===== src/rtl/hazard_ctrl_pkg.sv =====
// Shared constants and state encoding for the pipeline hazard controller.
package hazard_ctrl_pkg;

  localparam int XLEN   = 32;
  localparam int XADDR  = 5;
  localparam int OPLEN  = 7;

  localparam logic [OPLEN-1:0] L_OP = 7'b0000011;

  typedef enum logic {
    S_RUN = 1'b0,
    S_MEM = 1'b1
  } hz_state_e;

endpackage


===== src/rtl/hazard_ctrl.sv =====
// Stall/flush/redirect sequencing for the 5-stage core, with a saturating stall-cycle counter.
module hazard_ctrl
  import hazard_ctrl_pkg::*;
#(
  parameter int CNT_W = 16
) (
  input  logic              i_clk,
  input  logic              i_rst_n,
  input  logic [XADDR-1:0]  i_rs1_addr_id,
  input  logic [XADDR-1:0]  i_rs2_addr_id,
  input  logic              i_rs1_used_id,
  input  logic              i_rs2_used_id,
  input  logic [OPLEN-1:0]  i_opcode_ex,
  input  logic [XADDR-1:0]  i_rd_addr_ex,
  input  logic              i_rd_ex_wr_en,
  input  logic              i_redirect_ex,
  input  logic              i_trap,
  input  logic              i_mem_req_valid,
  input  logic              i_mem_req_complete,
  input  logic              i_cnt_clr,
  output logic              or_stall_if,
  output logic              or_stall_id,
  output logic              or_stall_ex,
  output logic              or_stall_mem,
  output logic              or_flush_id,
  output logic              or_flush_ex,
  output logic              or_redirect,
  output logic [CNT_W-1:0]  or_stall_cnt
);

  hz_state_e state, state_nxt;
  logic      trap_pend, trap_pend_nxt;
  logic      lu, mem_wait, take_redir;

  // A load in EX feeding the ID instruction cannot be forwarded in time.
  assign lu = (i_opcode_ex == L_OP) && i_rd_ex_wr_en && (i_rd_addr_ex != '0) &&
              ((i_rs1_used_id && (i_rs1_addr_id == i_rd_addr_ex)) ||
               (i_rs2_used_id && (i_rs2_addr_id == i_rd_addr_ex)));

  assign mem_wait   = i_mem_req_valid && !i_mem_req_complete;
  assign take_redir = i_trap || i_redirect_ex || (state == S_MEM && trap_pend);

  always_ff @(posedge i_clk or negedge i_rst_n) begin
    if (!i_rst_n) begin
      state        <= S_RUN;
      trap_pend    <= 1'b0;
      or_stall_cnt <= '0;
    end else begin
      state     <= state_nxt;
      trap_pend <= trap_pend_nxt;
      if (i_cnt_clr)
        or_stall_cnt <= '0;
      else if (or_stall_if && (or_stall_cnt != {CNT_W{1'b1}}))
        or_stall_cnt <= or_stall_cnt + 1'b1;
    end
  end

  always_comb begin
    state_nxt     = state;
    trap_pend_nxt = trap_pend;
    unique case (state)
      S_RUN: begin
        if (mem_wait) begin
          state_nxt = S_MEM;
          if (i_trap) trap_pend_nxt = 1'b1;
        end
      end
      S_MEM: begin
        if (!i_mem_req_complete) begin
          if (i_trap) trap_pend_nxt = 1'b1;
        end else begin
          state_nxt     = S_RUN;
          trap_pend_nxt = 1'b0;
        end
      end
      default: state_nxt = S_RUN;
    endcase
  end

  always_comb begin
    or_stall_if  = 1'b0;
    or_stall_id  = 1'b0;
    or_stall_ex  = 1'b0;
    or_stall_mem = 1'b0;
    or_flush_id  = 1'b0;
    or_flush_ex  = 1'b0;
    or_redirect  = 1'b0;
    // In S_MEM the wait ends on complete alone; afterwards it behaves like S_RUN.
    if ((state == S_RUN && mem_wait) || (state == S_MEM && !i_mem_req_complete)) begin
      or_stall_if  = 1'b1;
      or_stall_id  = 1'b1;
      or_stall_ex  = 1'b1;
      or_stall_mem = 1'b1;
    end else if (take_redir) begin
      or_redirect = 1'b1;
      or_flush_id = 1'b1;
      or_flush_ex = 1'b1;
    end else if (lu) begin
      or_stall_if = 1'b1;
      or_stall_id = 1'b1;
      or_flush_ex = 1'b1;
    end
  end

endmodule


===== config.mk =====
export PLATFORM = sky130hd
export DESIGN_NAME = hazard_ctrl
export DESIGN_NICKNAME = d
export VERILOG_FILES = /design/src/rtl/hazard_ctrl_pkg.sv /design/src/rtl/hazard_ctrl.sv
export SDC_FILE = /design/constraint.sdc
export NUM_CORES = 1
export LEC_CHECK = 0
export CAP_MARGIN = 25
export CORE_ASPECT_RATIO = 1.1
export CORE_MARGIN = 3
export CORE_UTILIZATION = 39
export CTS_BUF_LIST = sky130_fd_sc_hd__clkbuf_4 sky130_fd_sc_hd__clkbuf_8
export CTS_CLUSTER_SIZE = 20
export DETAILED_ROUTE_END_ITERATION = 10
export PLACE_DENSITY = 0.78
export SYNTH_ARGS = -nofsm -noshare
export SYNTH_HDL_FRONTEND = slang
export SYNTH_SLANG_ARGS = --single-unit

===== constraint.sdc =====
create_clock -name i_clk -period 3.4 [get_ports i_clk]
set_input_delay 1.02 -clock i_clk [delete_from_list [all_inputs] [get_ports i_clk]]
set_output_delay 1.02 -clock i_clk [all_outputs]
set_load 0.01 [all_outputs]

* After elaboration in Yosys (flattened, before gate mapping)
Cells that the tools add are included.
Widths: inputs -> output; s select.
** Operators by class
- Add/subtract/negate cells :: 1
- Reductions and logical operators :: 17
- Muxes and demuxes :: 17
- Bitwise logic cells :: 1
- Equality and inequality tests :: 5
** Operators by type and width (count)
- $mux 16 :: 2
- $add 16x1->16 const B :: 1
- $ne 16x16->1 const B :: 1
- $mux 1 :: 13
- $eq 5x5->1 :: 2
- $logic_and 1x1->1 :: 10
- $eq 7x2->1 const B :: 1
- $reduce_bool 5->1 :: 1
- $logic_or 1x1->1 :: 4
- $pmux 1 s2 :: 2
- $ne 2x2->1 const B :: 1
- $reduce_bool 2->1 :: 1
- $logic_not 1->1 :: 1
- $not 1->1 :: 1
** Storage, ports and cells
- Register bits after elaboration :: 18
- Output and inout bits :: 23

* Logic depth before layout (Yosys ltp)
- Depth in word-level cells :: 10
- Gate-level depth with buffers :: 9

* Least setup slack after synthesis
No wires, ideal clock.
- Path type :: input port to output port
- Start point :: input i_rd_addr_ex[1]
- End point :: output or_stall_if
- Path buffers :: 2
- Path slack :: -84 ps
- Cell stages on the path :: 7
- Data arrival time :: 2464 ps
- Cells stage by stage :: or4_1 > o211a_1 > and2_4 > a21oi_4 > buf_6 > inv_2 > buf_4
** Between the ends
- Word-level cells in the longest chain between the ends :: 7
- Elaborated cells on any way between the ends :: 11
- Those cells by class :: 2 x eq/ne; 3 x mux; 6 x reduce/logical
** Ends and longest elaborated chain
- start: declaration :: line hazard_ctrl.sv:14 : input logic [XADDR-1:0] i_rd_addr_ex,
- $eq 5x5->1 (on tied branches) :: line hazard_ctrl.sv:37, hazard_ctrl.sv:38
- $logic_and 1x1->1 (on tied branches) :: line hazard_ctrl.sv:37, hazard_ctrl.sv:38
- $logic_or 1x1->1 :: line hazard_ctrl.sv:37 : ((i_rs1_used_id && (i_rs1_addr_id == i_rd_addr_ex)) ||
- $logic_and 1x1->1 * :: line hazard_ctrl.sv:36 : assign lu = (i_opcode_ex == L_OP) && i_rd_ex_wr_en && (i_rd_addr_ex != '0) &&
- $mux 1 * (3 in series)
- end: declaration :: line hazard_ctrl.sv:21 : output logic or_stall_if,
Mark *: on every way between the ends. The rest lies on a longest branch, timed or not.

* Worst setup path after layout
- Start point :: input i_rd_addr_ex[1]
- End point :: output or_stall_if
** Between the ends
- Word-level cells in the longest chain between the ends :: 7
- Elaborated cells on any way between the ends :: 11
- Those cells by class :: 2 x eq/ne; 3 x mux; 6 x reduce/logical
** Ends and longest elaborated chain
- $eq 5x5->1 (on tied branches) :: line hazard_ctrl.sv:37, hazard_ctrl.sv:38
- $logic_and 1x1->1 (on tied branches) :: line hazard_ctrl.sv:37, hazard_ctrl.sv:38
- $logic_or 1x1->1 :: line hazard_ctrl.sv:37
- $logic_and 1x1->1 * :: line hazard_ctrl.sv:36
- $mux 1 * :: line hazard_ctrl.sv:98 : end else if (lu) begin
- $mux 1 * :: line hazard_ctrl.sv:94 : end else if (take_redir) begin
- $mux 1 * :: line hazard_ctrl.sv:89 : if ((state == S_RUN && mem_wait) || (state == S_MEM && !i_mem_req_complete)) begin
Marked as above.

==> impl_metrics.csv <==
group,metric,value,unit
run_status,status,"finished, violations left",
run_status,violations,"setup timing",
route,drc,0,
global_routing,grt_pass1_wl,5030,µm
route,dr.pass1.iters,4,
sta,period_share,100,%
route,route.layer.met1.wl,1300,µm
sta,hold_viol,0,
floorplanning,rows,21,
critical_path,cp_cell_sequence,"buf_8 > or4_4 > o211a_1 > and2_4 > a21oi_4 > inv_6 > buf_6",
floorplanning,die_x,60.2,µm
sta,timing.hold.ws,589,ps
critical_path,cp.required,2380,ps
critical_path,crit_type,"primary input to output port",
placed_design,io_buffer_count,54,
sta,fin_skew,7.24,ps
critical_path,critPathTopFamily,"simple AND/OR/NAND/NOR gates",
synth,syn_nets,167,
clock_tree,hold_buffers,0,
route,drt-total-wl,3230,µm
placed_design,finalWeightedCongestion,0.764,
synth,ys_ff_latch,18,
critical_path,crit_fanout,3,
route,dr_wl_met3,344,µm
critical_path,worstPathArrival,2400,ps
finish,multi_input_area,766,µm²
placed_design,placedCellCount,221,
flow_run,drv_cap,0,
clock_tree,h-tree-depth,1,
sta,grt_setup_unrepaired,"true",
global_routing,antenna_found_initial,0,
synth,ys_warn_count,0,
route,wl_met2,1560,µm
finish,drive_gt1_share,20.2,%
sta,setup_violations,2,
pwr,irDropWorstVdd,0.213,mV
finish,seqCellArea,450,µm²
sta,slew_headroom,46.5,%
placed_design,post-place-ws,-792,ps
global_routing,gr-total-overflow,0,
floorplanning,start_util,41.0,%
route,num_vias,1250,
clock_tree,cts-root-buf,"clkbuf_4",
sta,tightest_slew,800,ps
pwr,powerDensity,244,mW/mm²
critical_path,rr_startpoint,"or_stall_cnt[0]",
synth,avgSynthCellArea,9.40,µm²
finish,fillers,257,
clock_tree,insertion_delay,300,ps
route,vias_per_cell,5.51,
route,ant_nets,0,
global_routing,track_usage,16.1,%
critical_path,start_kind,"primary input",
finish,area_growth,52.7,%
synth,async_reset_ff_share,100,%
min_path,min_path_type,"flip-flop to flip-flop",
clock_tree,cts_tree,"yes",
critical_path,crit_slowest_cell,"or4_4",
synth,synth_edf_count,0,
synth,synth_cells,134,
finish,antenna_cells,0,
clock_tree,clk_path_buf_depth,2,
synth,syn-cell-area,0.00126,mm²
critical_path,crit_path_start,"i_rd_addr_ex[1]",
finish,fin_area,0.00192,mm²
route,post_drt_wl_per_cell,14.2,µm
sta,max_freq,293,MHz
critical_path,path_buf_inv,3,
route,drt_iter0_markers,51,
sta,slew_violations,0,
pwr,p_leak,0.769,nW
sta,setup_ws,-15.9,ps
synth,seq_area_frac_synth,35.7,%
sta,fin_setup_tns,-31.5,ps
floorplanning,die_area,0.00395,mm²
global_routing,grt_max_degree,25,
placed_design,dpl_cell_area,0.00184,mm²
critical_path,crit_path_max_incr_delay,530,ps
placed_design,dp_hpwl,2370,µm
floorplanning,pin_count,55,
min_path,worstHoldStart,"trap_pend",
clock_tree,clk_pin_slew,100,ps
floorplanning,die_h,65.6,µm
finish,stdcell_count,227,
finish,layout_common_cells,"clkdlybuf4s50_1 (41), dfrtp_1 (18), nor2_1 (11), nand2_1 (11), a21oi_1 (11)",
floorplanning,core-area,0.00307,mm²
finish,final_common_cell,"clkdlybuf4s50_1",
finish,nets,227,
synth,yosysUniqueCellTypes,37,
route,routed.top_layer,"met4",
synth,synth-main-ff-cell,"dfrtp_1",
clock_tree,clock-sinks,18,
global_routing,grt_pass1_vias,1227,
sta,period_minus_slack,3420,ps
critical_path,cp-end-kind,"output port",
clock_tree,numCtsBuffers,3,
## kinds of logic (layout without fill, tap and decap cells)
group / Yosys count / after routing / share of synthesized area [%]
buffers and inverters: 12 / 71 / 6.16
DFF: 18 / 18 / 35.7
muxes: 5 / 5 / 5.96
adders and majority gates: 1 / 1 / 0.993
AOI/OAI and AO/OA: 30 / 30 / 15.7
and+or+nand+nor: 58 / 58 / 28.5
xor gates and xnor gates: 10 / 10 / 6.95
## timing repair
action	in CTS	in global routing
gates resized for setup	43	4
buffers inserted	1	1
setup endpoints to repair	5	5
pin swaps	5	3
## tightest hold or removal path: cells and delay by family (launching register included)
family,cells,cell delay (ps)
AOI/OAI and AO/OA,1,80
buffers and inverters,1,70
DFF,1,400
## routing by layer
layer | GRT usage, % | vias up
met5 | 0 | -
met4 | 4.99 | 0
met3 | 2.55 | 4
met2 | 28.6 | 51
met1 | 19.5 | 582
li1 | - | 613
## state kept, by name, indices dropped and copies added (netlist names)
name / cells
or_stall_cnt: 16
trap_pend: 1
state: 1
## through the flow
step           utilization, %  power (mW)
4_1_cts                  62.0       0.474
3_5_place_dp             59.9       0.338
2_1_floorplan               -       0.273
6_report                 62.6       0.470
3_3_place_gp             59.9       0.335
5_1_grt                  62.6       0.493
## layout make-up
| class | count | share of cell area [%] |
|---|---|---|
| inverter | 3 | 0.845 |
| tap | 34 | 2.21 |
| sequential | 18 | 23.4 |
| multi-input combinational | 104 | 39.8 |
| timing repair buffer | 64 | 31.9 |
| clock buffer | 4 | 1.89 |
## synthesized netlist by cell type, drive strengths merged, types with 4 or more instances
master	number	area share, %
dfrtp	18	36
a21oi	13	6.1
nand2	11	3.3
nor2	11	3.3
xnor2	10	7.0
or4	9	5.4
buf	7	4.7
o31ai	7	4.2
nor2b	6	3.0
mux2	5	6.0
nand3	5	2.0
nor4	4	4.0
o21ai	4	1.6
## worst paths after layout
check	end	slack, ps	cells after the start
worst max-delay path	or_stall_if	-20	7
worst min-delay path	trap_pend	590	2
worst max register to register	or_stall_cnt[5]	1070	8
worst min register to register	trap_pend	590	2
max in group asynchronous	or_stall_cnt[1]	1720	1
min in group asynchronous	or_stall_cnt[13]	1170	1
## report_power, final
part / switching [mW] / internal [mW]
clock: 0.0681 / 0.0653
combinational: 0.0480 / 0.0667
sequential: 0.00390 / 0.218
No activity file was read; power rests on OpenSTA's default activity.
==> RTL edit (config.mk and constraints unchanged) <==
Change the package constant `OPLEN` from 7 to 8.
--- a/src/rtl/hazard_ctrl_pkg.sv
+++ b/src/rtl/hazard_ctrl_pkg.sv
@@ -3,7 +3,7 @@
 
   localparam int XLEN   = 32;
   localparam int XADDR  = 5;
-  localparam int OPLEN  = 7;
+  localparam int OPLEN  = 8;
 
   localparam logic [OPLEN-1:0] L_OP = 7'b0000011;
 
Ports: changed (resized i_opcode_ex); port bits go from 55 to 56. The function was not compared with the original's and may differ.
==> RTL edit against the unedited design <==
The flow still finishes with violations (setup timing). Global-route usage grew 2.7 points. Total power shrank 2.0%. Sequential cell count is the same. Clock power shrank 18%. Routed wire length grew 8.3%. Maximum frequency grew 0.35%. Sequential share of layout area shrank 0.27 points. Cell area grew 1.2%. Worst setup slack gained 0.012 ns. Die area shrank 5.5%. Register-to-register slack lost 0.06 ns. Area after synthesis shrank 6.1%. Combinational power grew 10%. Largest power group unchanged. Highest routed layer unchanged.
==> RTL edit: results (changes against the unedited design) <==
Parameter                              Value

CTS
  Max clock buf depth    2 (unchanged)
  Htree depth    1 (unchanged)
  Clock-pin slew reported for the worst setup and hold paths after clock tree synthesis    0.10 ns (about the same)
  Worst-skew pair later-pin latency    0.30 ns (about the same)

Synth
  Syn_nets    165 (-1.2%)
  Synthesized area per cell    9.04 µm² (-3.9%)
  Library cells used by synthesis    39 (+5.4%)
  Largest cells by area after synthesis    dfrtp_1 (38%), xnor2_1 (7.4%), a21oi_1 (5.5%)
  Top cells by count, synth    dfrtp_1 (18), a21oi_1 (13), nor2_1 (11), o21ai_1 (10), xnor2_1 (10)
  Fraction of synthesized cell area taken by the top area cell type    0.381 (+0.0231)
  Number of warnings reported in the yosys synthesis log    0 (unchanged)
  Sequential share of the synthesized area    0.381 (+0.0231)

Critical path
  FF-to-FF End    or_stall_cnt[5]$_DFFE_PN0P_
  Max stage delay on crit path    0.53 ns (about the same)
  Max Fanout on Critical Path    3 (unchanged)
  Family of cells with the greatest summed delay on the critical path    simple AND/OR/NAND/NOR gates
  Data arrival time of the critical path    2.38 ns (-0.02 ns)
  Critical-path cell with the highest stage delay    or4_4
  Setup slack of the most critical reg-to-reg path    1.01 ns (-0.06 ns)
  Startpoint of the lowest-slack register-to-register path    or_stall_cnt[0]$_DFFE_PN0P_

Min path
  Worst Hold End    or_stall_cnt[10]$_DFFE_PN0P_
  Number of instances on the worst hold path    2 (unchanged)
  Worst Min Path Start    or_stall_cnt[10]$_DFFE_PN0P_

Timing
  Setup Viol. Count Final    2 (unchanged)
  Final setup skew    0.00373 ns (-0.00351 ns)
  Sum of negative setup slack    -0.00433 ns (+0.0272 ns)
  Relative slew margins    0.454 (-0.0116)
  Final worst-path setup slack    -0.00390 ns (+0.0120 ns)
  Worst hold margin    0.596 ns (+0.00764 ns)

Power
  Worst supply voltage drop on vdd    223 µV (+4.7%)
  Lkg Pwr    0.819 nW (+6.6%)

Placed design
  Last weighted congestion value of the routability-driven placer    0.782 (+2.4%)
  Number of port buffers    55 (+1.9%)
  Placed wire-length estimate    2.58 mm (+9.2%)
  Cell total after placement    227 (+2.7%)

Layout
  Post-route insts no fill    235 (+3.5%)
  Fill cell total of the finished layout    221 (-14%)
  Layout cells sized above 1    0.193 (-0.00900)

Route
  Sum of routed wire length over all layers    3.50 mm (+8.3%)
  Number of iterations in the first detailed-routing pass    4 (unchanged)
  Number of violations reported at the end of detailed-routing iteration 0    44 (-14%)
  Total via count in the routed design    1,326 (+6.1%)

Run status
  Violated checks    setup timing
  Status    finished, violations left

GRT
  Total global-route track usage    0.189 (+0.0271)
  First-pass GRT wire length    5.60 mm (+11%)
  Via count of the first global-routing pass    1,370 (+12%)
  Largest net degree at the start of global routing    19 (-24%)
[RTL edit: cells by family after synthesis]
family / after synthesis / synth area share
multiplexers: 2 / 0.0180
XOR/XNOR: 11 / 0.0814
AO/OA/AOI/OAI: 36 / 0.190
AND/OR/NAND/NOR: 51 / 0.259
buffers and inverters: 12 / 0.0602
flip-flops: 18 / 0.381
adder cells (fa/ha/maj): 1 / 0.0106
[RTL edit: metrics by stage]
step / area [µm²] / worst slack (ns)
floorplan: 1180 / 0.216
global placement: 1850 / -0.528
detailed placement: 1850 / -0.545
CTS: 1900 / -0.00681
global route: 1950 / -0.158
finish: 1950 / -0.00390
[RTL edit: area by class of cell]
type,instances,share of cell area
Multi-Input combinational cell,101,0.358
Tap cell,33,0.0212
Inverter,5,0.00964
Clock buffer,3,0.0116
Sequential cell,18,0.231
Timing Repair Buffer,75,0.368
[RTL edit: layer usage]
layer / GRT usage / vias up / share of wire
met1: 0.209 / 615 / 0.36
met2: 0.328 / 74 / 0.52
met5: 0 / - / 0
met3: 0.0384 / 12 / 0.088
li1: - / 625 / -
met4: 0.101 / 0 / 0.029
[RTL edit: tightest hold or removal path: cells and delay by family (launching register included)]
| kind | cells | cell delay (ns) |
|---|---|---|
| DFF | 1 | 0.42 |
| AOI/OAI and AO/OA | 2 | 0.14 |
[RTL edit: timing repair]
action | CTS | global route
setup buffers | 4 | 1
endpoints found under the setup margin | 5 | 5
gates resized for setup | 22 | 11
pin swaps | 6 | 6
hold endpoints to repair | 0 | 0
[RTL edit: how the worst max path moves through the flow]
| stage | startpoint | end | cells after the start |
|---|---|---|---|
| after floorplan | i_rd_addr_ex[1] | or_stall_if | 5 |
| after global placement | i_rd_addr_ex[1] | or_stall_id | 6 |
| after detailed placement | i_rd_addr_ex[1] | or_stall_id | 6 |
| after CTS | i_rd_addr_ex[0] | or_stall_id | 6 |
| after global routing | i_opcode_ex[7] | or_flush_ex | 7 |
| final | i_rd_addr_ex[2] | or_stall_id | 6 |
[RTL edit: power by group]
part / total [mW] / switching [mW] / leakage [nW] / internal, mW
Clock: 0.109 / 0.0679 / 0.0138 / 0.0413
Combinational: 0.127 / 0.0521 / 0.558 / 0.0746
Sequential: 0.225 / 0.00618 / 0.247 / 0.219
Total: 0.461 / 0.126 / 0.819 / 0.335
